$ cat src/rtl/apb_slave_pkg.sv
// Shared types and constants for the APB4 register-bank slave interface.
// Contents: FSM state enum, error read pattern, bytes-per-word helper.
// Imported by apb_addr_decode and apb_slave_if_gen.
package apb_slave_pkg;

  // Transfer sequencing: IDLE -> ACCESS/ERROR -> DONE/ERROR -> IDLE
  typedef enum logic [1:0] {
    IDLE   = 2'd0,
    ACCESS = 2'd1,
    DONE   = 2'd2,
    ERROR  = 2'd3
  } apb_state_t;

  // Read data returned with PSLVERR; replicated per 32-bit lane on wider buses
  localparam logic [31:0] ERR_DATA = 32'hBAD1BAD1;

  // Bytes per bus word
  function automatic int bpw(input int data_w);
    return data_w / 8;
  endfunction

endpackage

$ cat src/rtl/apb_addr_decode.sv
// Combinational register address decoder for the APB slave interface.
// Ports: addr_i (PADDR[11:0]) in; match_o, one-hot sel_o and binary idx_o out.
// A register matches only on its exact word-aligned byte address; any nonzero
// sub-word address bits or an address past the last register gives no match.
module apb_addr_decode
  import apb_slave_pkg::*;
#(
  parameter int          NUM_REGS    = 8,
  parameter int          DATA_W      = 32,
  parameter logic [11:0] ADDR_OFFSET = 12'h000,
  parameter int          IDX_W       = $clog2(NUM_REGS)
) (
  input  logic [11:0]         addr_i,
  output logic                match_o,
  output logic [NUM_REGS-1:0] sel_o,
  output logic [IDX_W-1:0]    idx_o
);

  localparam int BPW   = bpw(DATA_W);
  localparam int LSB_W = $clog2(BPW);

  always_comb begin
    match_o = 1'b0;
    sel_o   = '0;
    idx_o   = '0;
    if (addr_i[LSB_W-1:0] == '0) begin
      for (int i = 0; i < NUM_REGS; i++) begin
        // Registers whose address would fall beyond the 4 KB window never match
        if ((int'(ADDR_OFFSET) + i * BPW) < 4096) begin
          if (addr_i == 12'(int'(ADDR_OFFSET) + i * BPW)) begin
            match_o  = 1'b1;
            sel_o[i] = 1'b1;
            idx_o    = IDX_W'(i);
          end
        end
      end
    end
  end

endmodule

$ cat src/rtl/apb_slave_if_gen.sv
// APB4 slave front-end for a peripheral register bank (timer, GPIO, UART, ...).
// Ports: APB4 slave side (PADDR..PSLVERR); register bank side read_data/reg_ready
// in, one-hot w_enable/r_enable plus latched w_data/w_strb out. All outputs are
// registered. Zero-wait bank gives PREADY in the 3rd cycle of a transfer; each
// low reg_ready cycle adds one, and MAX_WAIT stalled ACCESS cycles end in PSLVERR.
module apb_slave_if_gen
  import apb_slave_pkg::*;
#(
  parameter int                  NUM_REGS    = 8,
  parameter int                  DATA_W      = 32,
  parameter logic [11:0]         ADDR_OFFSET = 12'h000,
  parameter logic [NUM_REGS-1:0] RO_MASK     = '0,
  parameter logic [NUM_REGS-1:0] WO_MASK     = '0,
  parameter int                  MAX_WAIT    = 4
) (
  input  logic                             clk,
  input  logic                             n_rst,
  // APB4 slave
  input  logic [31:0]                      PADDR,
  input  logic [DATA_W-1:0]                PWDATA,
  input  logic [DATA_W/8-1:0]              PSTRB,
  input  logic                             PSEL,
  input  logic                             PENABLE,
  input  logic                             PWRITE,
  output logic [DATA_W-1:0]                PRDATA,
  output logic                             PREADY,
  output logic                             PSLVERR,
  // Register bank
  input  logic [NUM_REGS-1:0][DATA_W-1:0]  read_data,
  input  logic                             reg_ready,
  output logic [NUM_REGS-1:0]              w_enable,
  output logic [NUM_REGS-1:0]              r_enable,
  output logic [DATA_W-1:0]                w_data,
  output logic [DATA_W/8-1:0]              w_strb
);

  localparam int                IDX_W    = $clog2(NUM_REGS);
  localparam int                WC_W     = $clog2(MAX_WAIT + 1);
  localparam logic [DATA_W-1:0] ERR_WORD = {(DATA_W / 32){ERR_DATA}};

  // Only the low 4 KB of PADDR is decoded
  logic unused_paddr_hi;
  assign unused_paddr_hi = ^PADDR[31:12];

  // Address decode of the live setup-phase address
  logic                dec_match_d;
  logic [NUM_REGS-1:0] dec_sel_d;
  logic [IDX_W-1:0]    dec_idx_d;

  apb_addr_decode #(
    .NUM_REGS    (NUM_REGS),
    .DATA_W      (DATA_W),
    .ADDR_OFFSET (ADDR_OFFSET),
    .IDX_W       (IDX_W)
  ) u_decode (
    .addr_i  (PADDR[11:0]),
    .match_o (dec_match_d),
    .sel_o   (dec_sel_d),
    .idx_o   (dec_idx_d)
  );

  // Unmapped address or an access against the register's permission
  logic setup_err_d;
  assign setup_err_d = !dec_match_d
                     || ( PWRITE && RO_MASK[dec_idx_d])
                     || (!PWRITE && WO_MASK[dec_idx_d]);

  apb_state_t              state_q;
  logic [IDX_W-1:0]        idx_q;
  logic                    write_q;
  logic [DATA_W-1:0]       w_data_q;
  logic [DATA_W/8-1:0]     w_strb_q;
  logic [NUM_REGS-1:0]     w_enable_q;
  logic [NUM_REGS-1:0]     r_enable_q;
  logic [WC_W-1:0]         wait_cnt_q;
  logic [DATA_W-1:0]       prdata_q;
  logic                    pready_q;
  logic                    pslverr_q;

  // Outputs are updated together with the state they belong to, so each
  // state's output values are visible in exactly the cycles spent in it.
  always_ff @(posedge clk or negedge n_rst) begin
    if (!n_rst) begin
      state_q    <= IDLE;
      idx_q      <= '0;
      write_q    <= 1'b0;
      w_data_q   <= '0;
      w_strb_q   <= '0;
      w_enable_q <= '0;
      r_enable_q <= '0;
      wait_cnt_q <= '0;
      prdata_q   <= '0;
      pready_q   <= 1'b0;
      pslverr_q  <= 1'b0;
    end else begin
      case (state_q)
        IDLE: begin
          // Only a genuine setup phase starts a transfer; PSEL with PENABLE
          // already high here is a master protocol violation and is ignored.
          if (PSEL && !PENABLE) begin
            idx_q      <= dec_idx_d;
            write_q    <= PWRITE;
            w_data_q   <= PWDATA;
            w_strb_q   <= PSTRB;
            wait_cnt_q <= '0;
            if (setup_err_d) begin
              state_q   <= ERROR;
              pready_q  <= 1'b1;
              pslverr_q <= 1'b1;
              prdata_q  <= ERR_WORD;
            end else begin
              state_q <= ACCESS;
              if (PWRITE) begin
                // An all-zero strobe write touches no bytes: no enable at all
                if (PSTRB != '0) begin
                  w_enable_q <= dec_sel_d;
                end
              end else begin
                r_enable_q <= dec_sel_d;
              end
            end
          end
        end

        ACCESS: begin
          if (!PSEL) begin
            // Master abandoned the transfer: drop back without PREADY
            state_q    <= IDLE;
            w_enable_q <= '0;
            r_enable_q <= '0;
          end else if (write_q && (w_strb_q == '0)) begin
            state_q  <= DONE;
            pready_q <= 1'b1;
            prdata_q <= '0;
          end else if (reg_ready) begin
            state_q    <= DONE;
            w_enable_q <= '0;
            r_enable_q <= '0;
            pready_q   <= 1'b1;
            prdata_q   <= write_q ? '0 : read_data[idx_q];
          end else if (wait_cnt_q == WC_W'(MAX_WAIT - 1)) begin
            // MAX_WAIT consecutive cycles without acknowledge
            state_q    <= ERROR;
            w_enable_q <= '0;
            r_enable_q <= '0;
            pready_q   <= 1'b1;
            pslverr_q  <= 1'b1;
            prdata_q   <= ERR_WORD;
          end else begin
            wait_cnt_q <= wait_cnt_q + WC_W'(1);
          end
        end

        DONE, ERROR: begin
          // Single completion cycle; next setup is accepted in the IDLE that follows
          state_q   <= IDLE;
          pready_q  <= 1'b0;
          pslverr_q <= 1'b0;
          prdata_q  <= '0;
        end

        default: begin
          state_q <= IDLE;
        end
      endcase
    end
  end

  assign PRDATA   = prdata_q;
  assign PREADY   = pready_q;
  assign PSLVERR  = pslverr_q;
  assign w_enable = w_enable_q;
  assign r_enable = r_enable_q;
  assign w_data   = w_data_q;
  assign w_strb   = w_strb_q;

endmodule
$ cat config.mk
export PLATFORM = sky130hd
export DESIGN_NAME = apb_slave_if_gen
export DESIGN_NICKNAME = d
export VERILOG_FILES = /design/src/rtl/apb_slave_pkg.sv /design/src/rtl/apb_addr_decode.sv /design/src/rtl/apb_slave_if_gen.sv
export SDC_FILE = /design/constraint.sdc
export NUM_CORES = 1
export LEC_CHECK = 0
export ABC_AREA = 0
export CAP_MARGIN = 20
export CORE_AREA = 2 2 159 161
export CTS_CLUSTER_DIAMETER = 120
export DETAILED_ROUTE_END_ITERATION = 8
export DIE_AREA = 0 0 161 163
export GPL_TIMING_DRIVEN = 0
export HOLD_SLACK_MARGIN = 0.02
export SLEW_MARGIN = 25
export SYNTH_ARGS = -nofsm -noshare
export SYNTH_HDL_FRONTEND = slang
export SYNTH_SLANG_ARGS = --single-unit
$ cat constraint.sdc
create_clock -name clk -period 1.9 [get_ports clk]
set_input_delay 0.38 -clock clk [delete_from_list [all_inputs] [get_ports clk]]
set_output_delay 0.38 -clock clk [all_outputs]
set_load 0.02 [all_outputs]
==> results by group <==
Run status
  – Failing checks: setup timing
  – Status: complete, but fails checks

Setup path
  – Crit. End Element: register
  – Startpoint types: register
  – Type of the worst setup path: reg -> reg
  – Critical path arrival: about 2.3 ns
  – CP max stage cell: or4b_4
  – Req. time, crit path: 2.14 ns
  – Worst Path Buf+Inv: 1
  – Largest delay share family, worst path: simple AND/OR/NAND/NOR gates
  – Worst-path cell chain: or4b_4 -> o311ai_4 -> a22oi_4 -> buf_12 -> mux2_2
  – Crit-path max FO: 8
  – Crit-path max cell delay: 0.59 ns

Pwr
  – Sw Share: between 20% and 30%
  – Internal: between 4 and 5 mW
  – Cell Pwr Density: 640.3 nW/um^2
  – Combinational share of power: 34.4%
  – Peak VDD IR: 476.4 uV
  – Clk network pwr share: 30.0%
  – P_leak: 4.277 nW
  – Psw: 2.056 mW
  – Reg power frac: 35.6%

Synthesis
  – Synth Area in Adders: 0.4348%
  – Netlist Area Pre-Place: 5756 sq um
  – Top-count cell post-synth: nand2_1
  – Ys async rst share: 100.0%
  – Synth warn: 0
  – Compound-cell area share of the yosys netlist: under 10%
  – Syn avg cell area: 12.04 sq um
  – Library cells used by synthesis: 41
  – Post-synth top area cell: dfrtp_1
  – Post-synth EDFFs: 0
  – Ys flop type: dfrtp_1
  – Mapped Cells: 478
  – Register bit total from synthesis: 95
  – Post-synthesis mux area share: 34.26%
  – Top-area cell type share of the netlist area: 41.30%
  – Synth area leaders: dfrtp_1 41%, mux4_2 25%, nand2_1 7.9%
  – XOR/XNOR share of the synthesized area: 0%
  – Sequential fraction of the synthesis area: 41.30%
  – Largest family of logic cells by synthesized area: multiplexers
  – Commonest cells in the netlist: 121 x nand2_1, 95 x dfrtp_1, 64 x mux4_2, 35 x mux2i_1, 23 x inv_1
  – Synthesized Nets: 810
  – Simple logic cell fraction of the synthesized area: about an eighth

Cells and area
  – # fillers: 2370
  – Final net count: ~1200
  – Area of the multi-input gates: 3246 sq um
  – Layout cells sized above 1: 18.05%
  – Register Area: between 2000 and 2500 sq um
  – Area Overhead vs Synth: 87.85%

STA
  – Final Hold Viols: 0
  – Minimum clock period: ~2 ns
  – Final Max Tran Viols: 0
  – Setup-failing EPs final: 41
  – Slew HR: 45.65%
  – RSZ-0062 raised after global routing: yes
  – Period utilization: 107.2%
  – Worst Slack Setup Final: -0.1360 ns
  – Final hold slack: 0.4751 ns
  – Fmax: 0.4912 GHz
  – Total Neg Setup Slack: -2.500 ns
  – Slew at the pin closest to its max-slew limit: 0.8153 ns
  – Final Skew: between 0.01 and 0.015 ns

Clock network
  – H-tree depth: 3
  – Root Buffer: clkbuf_16
  – Clock sinks: 95
  – Reg clk slew, reported paths: 0.07 ns
  – TritonCTS clock tree: done
  – Num CTS Buffers: 9
  – CTS Buffer Depth: 2
  – Clk_lat worst skew: 0.35 ns

Detailed routing
  – Router iterations before antenna repair: 4
  – Wire per inst: 21.49 microns
  – Post-DRT Antenna Nets: 0
  – DRC: 0
  – Routed WL: 26.57 mm
  – DRT iter0 DRCs: 239
  – Via/cell ratio: 4.670
  – Routed via count: 5772

Run
  – Max-Cap Viols: 0

GRT
  – Largest net degree at the start of global routing: 52
  – GRT Total Usage: 19.41%
  – Initial antenna violation count: 4
  – First-pass GRT wire length: 37.77 mm
  – Number of global-route vias before repair: 5889
  – Overflow after GRT: 0

Floorplanning
  – Die height: 163 microns
  – Die X: around 160 microns
  – Full die area: 26240 sq um
  – IO Pins: around 420
  – Row cnt: a little under 60
  – Effective utilization at floorplan: a little under a quarter
  – Core ar.: ~25000 sq um

Placement
  – GP Congestion: 0.7962
  – Pre-CTS setup slack: -0.8056 ns
  – # port buffers: 395
  – Post-DP HPWL: around 21 mm

Hold path
  – Worst Hold Class: reg -> reg
worst paths after layout:
path	endpoint	slack [ns]	start	cells after the start
setup reg to reg	w_enable[4]$_DFFE_PN0P_	-0.14	w_strb[1]$_DFFE_PN0P_	5
hold reg to reg	w_data[28]$_DFFE_PN0P_	0.48	w_data[28]$_DFFE_PN0P_	2
min in group asynchronous	PRDATA[30]$_DFFE_PN0P_	0.54	n_rst	2
setup / recovery	w_enable[4]$_DFFE_PN0P_	-0.14	w_strb[1]$_DFFE_PN0P_	5
hold / removal	w_data[28]$_DFFE_PN0P_	0.48	w_data[28]$_DFFE_PN0P_	2
max in group asynchronous	w_strb[1]$_DFFE_PN0P_	0.71	n_rst	3
state kept, by name, summed over array words and instances (netlist names):
name and count:
state_q 2, w_strb 4, PREADY 1, write_q 1, w_data 32, idx_q 3
PRDATA 32, PSLVERR 1, w_enable 8, wait_cnt_q 3, r_enable 8
cell families after synthesis:
kind of cell,after synthesis
mux,115
flops,95
compound gates,52
fa+ha+maj,2
buf+inv,58
simple gates,156
stage by stage:
stage	cells	area (sq um)	utilization (%)	power (mW)
after floorplan	478	5766	-	3.353
after global placement	1203	10130	41.06	4.785
after detailed placement	1204	10160	41.18	4.814
after CTS	1232	10710	43.40	6.967
after global routing	1236	10810	43.82	7.275
final	1236	10810	43.82	6.923
power groups by stage:
| stage | clock network, mW | registers (mW) | logic (mW) |
|---|---|---|---|
| floorplan | 0 | 2.83 | 0.525 |
| global placement | 0 | 2.50 | 2.28 |
| detailed placement | 0 | 2.50 | 2.31 |
| CTS | 2.13 | 2.47 | 2.37 |
| global route | 2.24 | 2.50 | 2.54 |
| finish | 2.07 | 2.47 | 2.38 |
routing by layer:
| layer | vias up | part of all wire (%) | track usage, % |
|---|---|---|---|
| met5 | - | 0.034 | 0 |
| met4 | 2 | 2.3 | 5.722 |
| met3 | 31 | 6.8 | 4.609 |
| met2 | 239 | 49 | 31.88 |
| met1 | 2866 | 42 | 25.53 |
| li1 | 2634 | - | - |
area by class of cell:
cell class / instances / share of cell area, %
inverters: 23 / 0.7985
well taps: 330 / 3.819
clock inverters: 5 / 0.8101
plain buffers: 35 / 2.129
diodes: 3 / 0.06944
repair buffers: 409 / 38.11
flip-flops and latches: 95 / 22.00
multi-input cells: 325 / 30.02
clock buffers: 11 / 2.245
layout by cell type, fill, tap and decap left out, types with 2 or more instances in the layout:
master / Yosys / final
nor2_1: 7 / 7
o2bb2ai_1: 14 / 14
a221oi_1: 18 / 14
mux2i_1: 35 / 34
a22oi_4: 2 / 2
dlygate4sd2_1: 0 / 3
clkbuf_4: 0 / 2
nand3_1: 4 / 2
nand2b_1: 3 / 3
a221oi_2: 0 / 4
nor3_4: 1 / 2
nor3_1: 6 / 5
nand4_1: 3 / 3
inv_1: 23 / 23
buf_12: 0 / 3
a21oi_1: 3 / 3
clkbuf_1: 19 / 4
nand3_2: 0 / 2
clkdlybuf4s50_1: 0 / 391
nand2_1: 121 / 121
diode_2: 0 / 3
mux4_2: 64 / 64
buf_4: 1 / 10
buf_2: 13 / 5
nor4_2: 1 / 2
dfrtp_1: 95 / 94
bufinv_16: 0 / 2
mux2_2: 16 / 16
clkbuf_2: 0 / 14
o21ai_0: 6 / 5
clkbuf_16: 0 / 9
buf_6: 0 / 10
tightest hold or removal path: cells and delay by family, from the launching register on:
| kind | cells | cell delay, ns |
|---|---|---|
| DFF | 1 | 0.34 |
| and+or+nand+nor | 2 | 0.11 |
what timing repair did:
| action | in CTS | in global routing |
|---|---|---|
| endpoints found under the hold margin | 44 | 0 |
| gates resized for setup | 38 | 26 |
| pin swaps | 5 | 0 |
| endpoints found under the setup margin | 61 | 83 |
| cloned | 1 | 1 |
| buffers inserted | 10 | 1 |
| hold buffers | 1 | 0 |
Power figures use the tool's default switching activity.
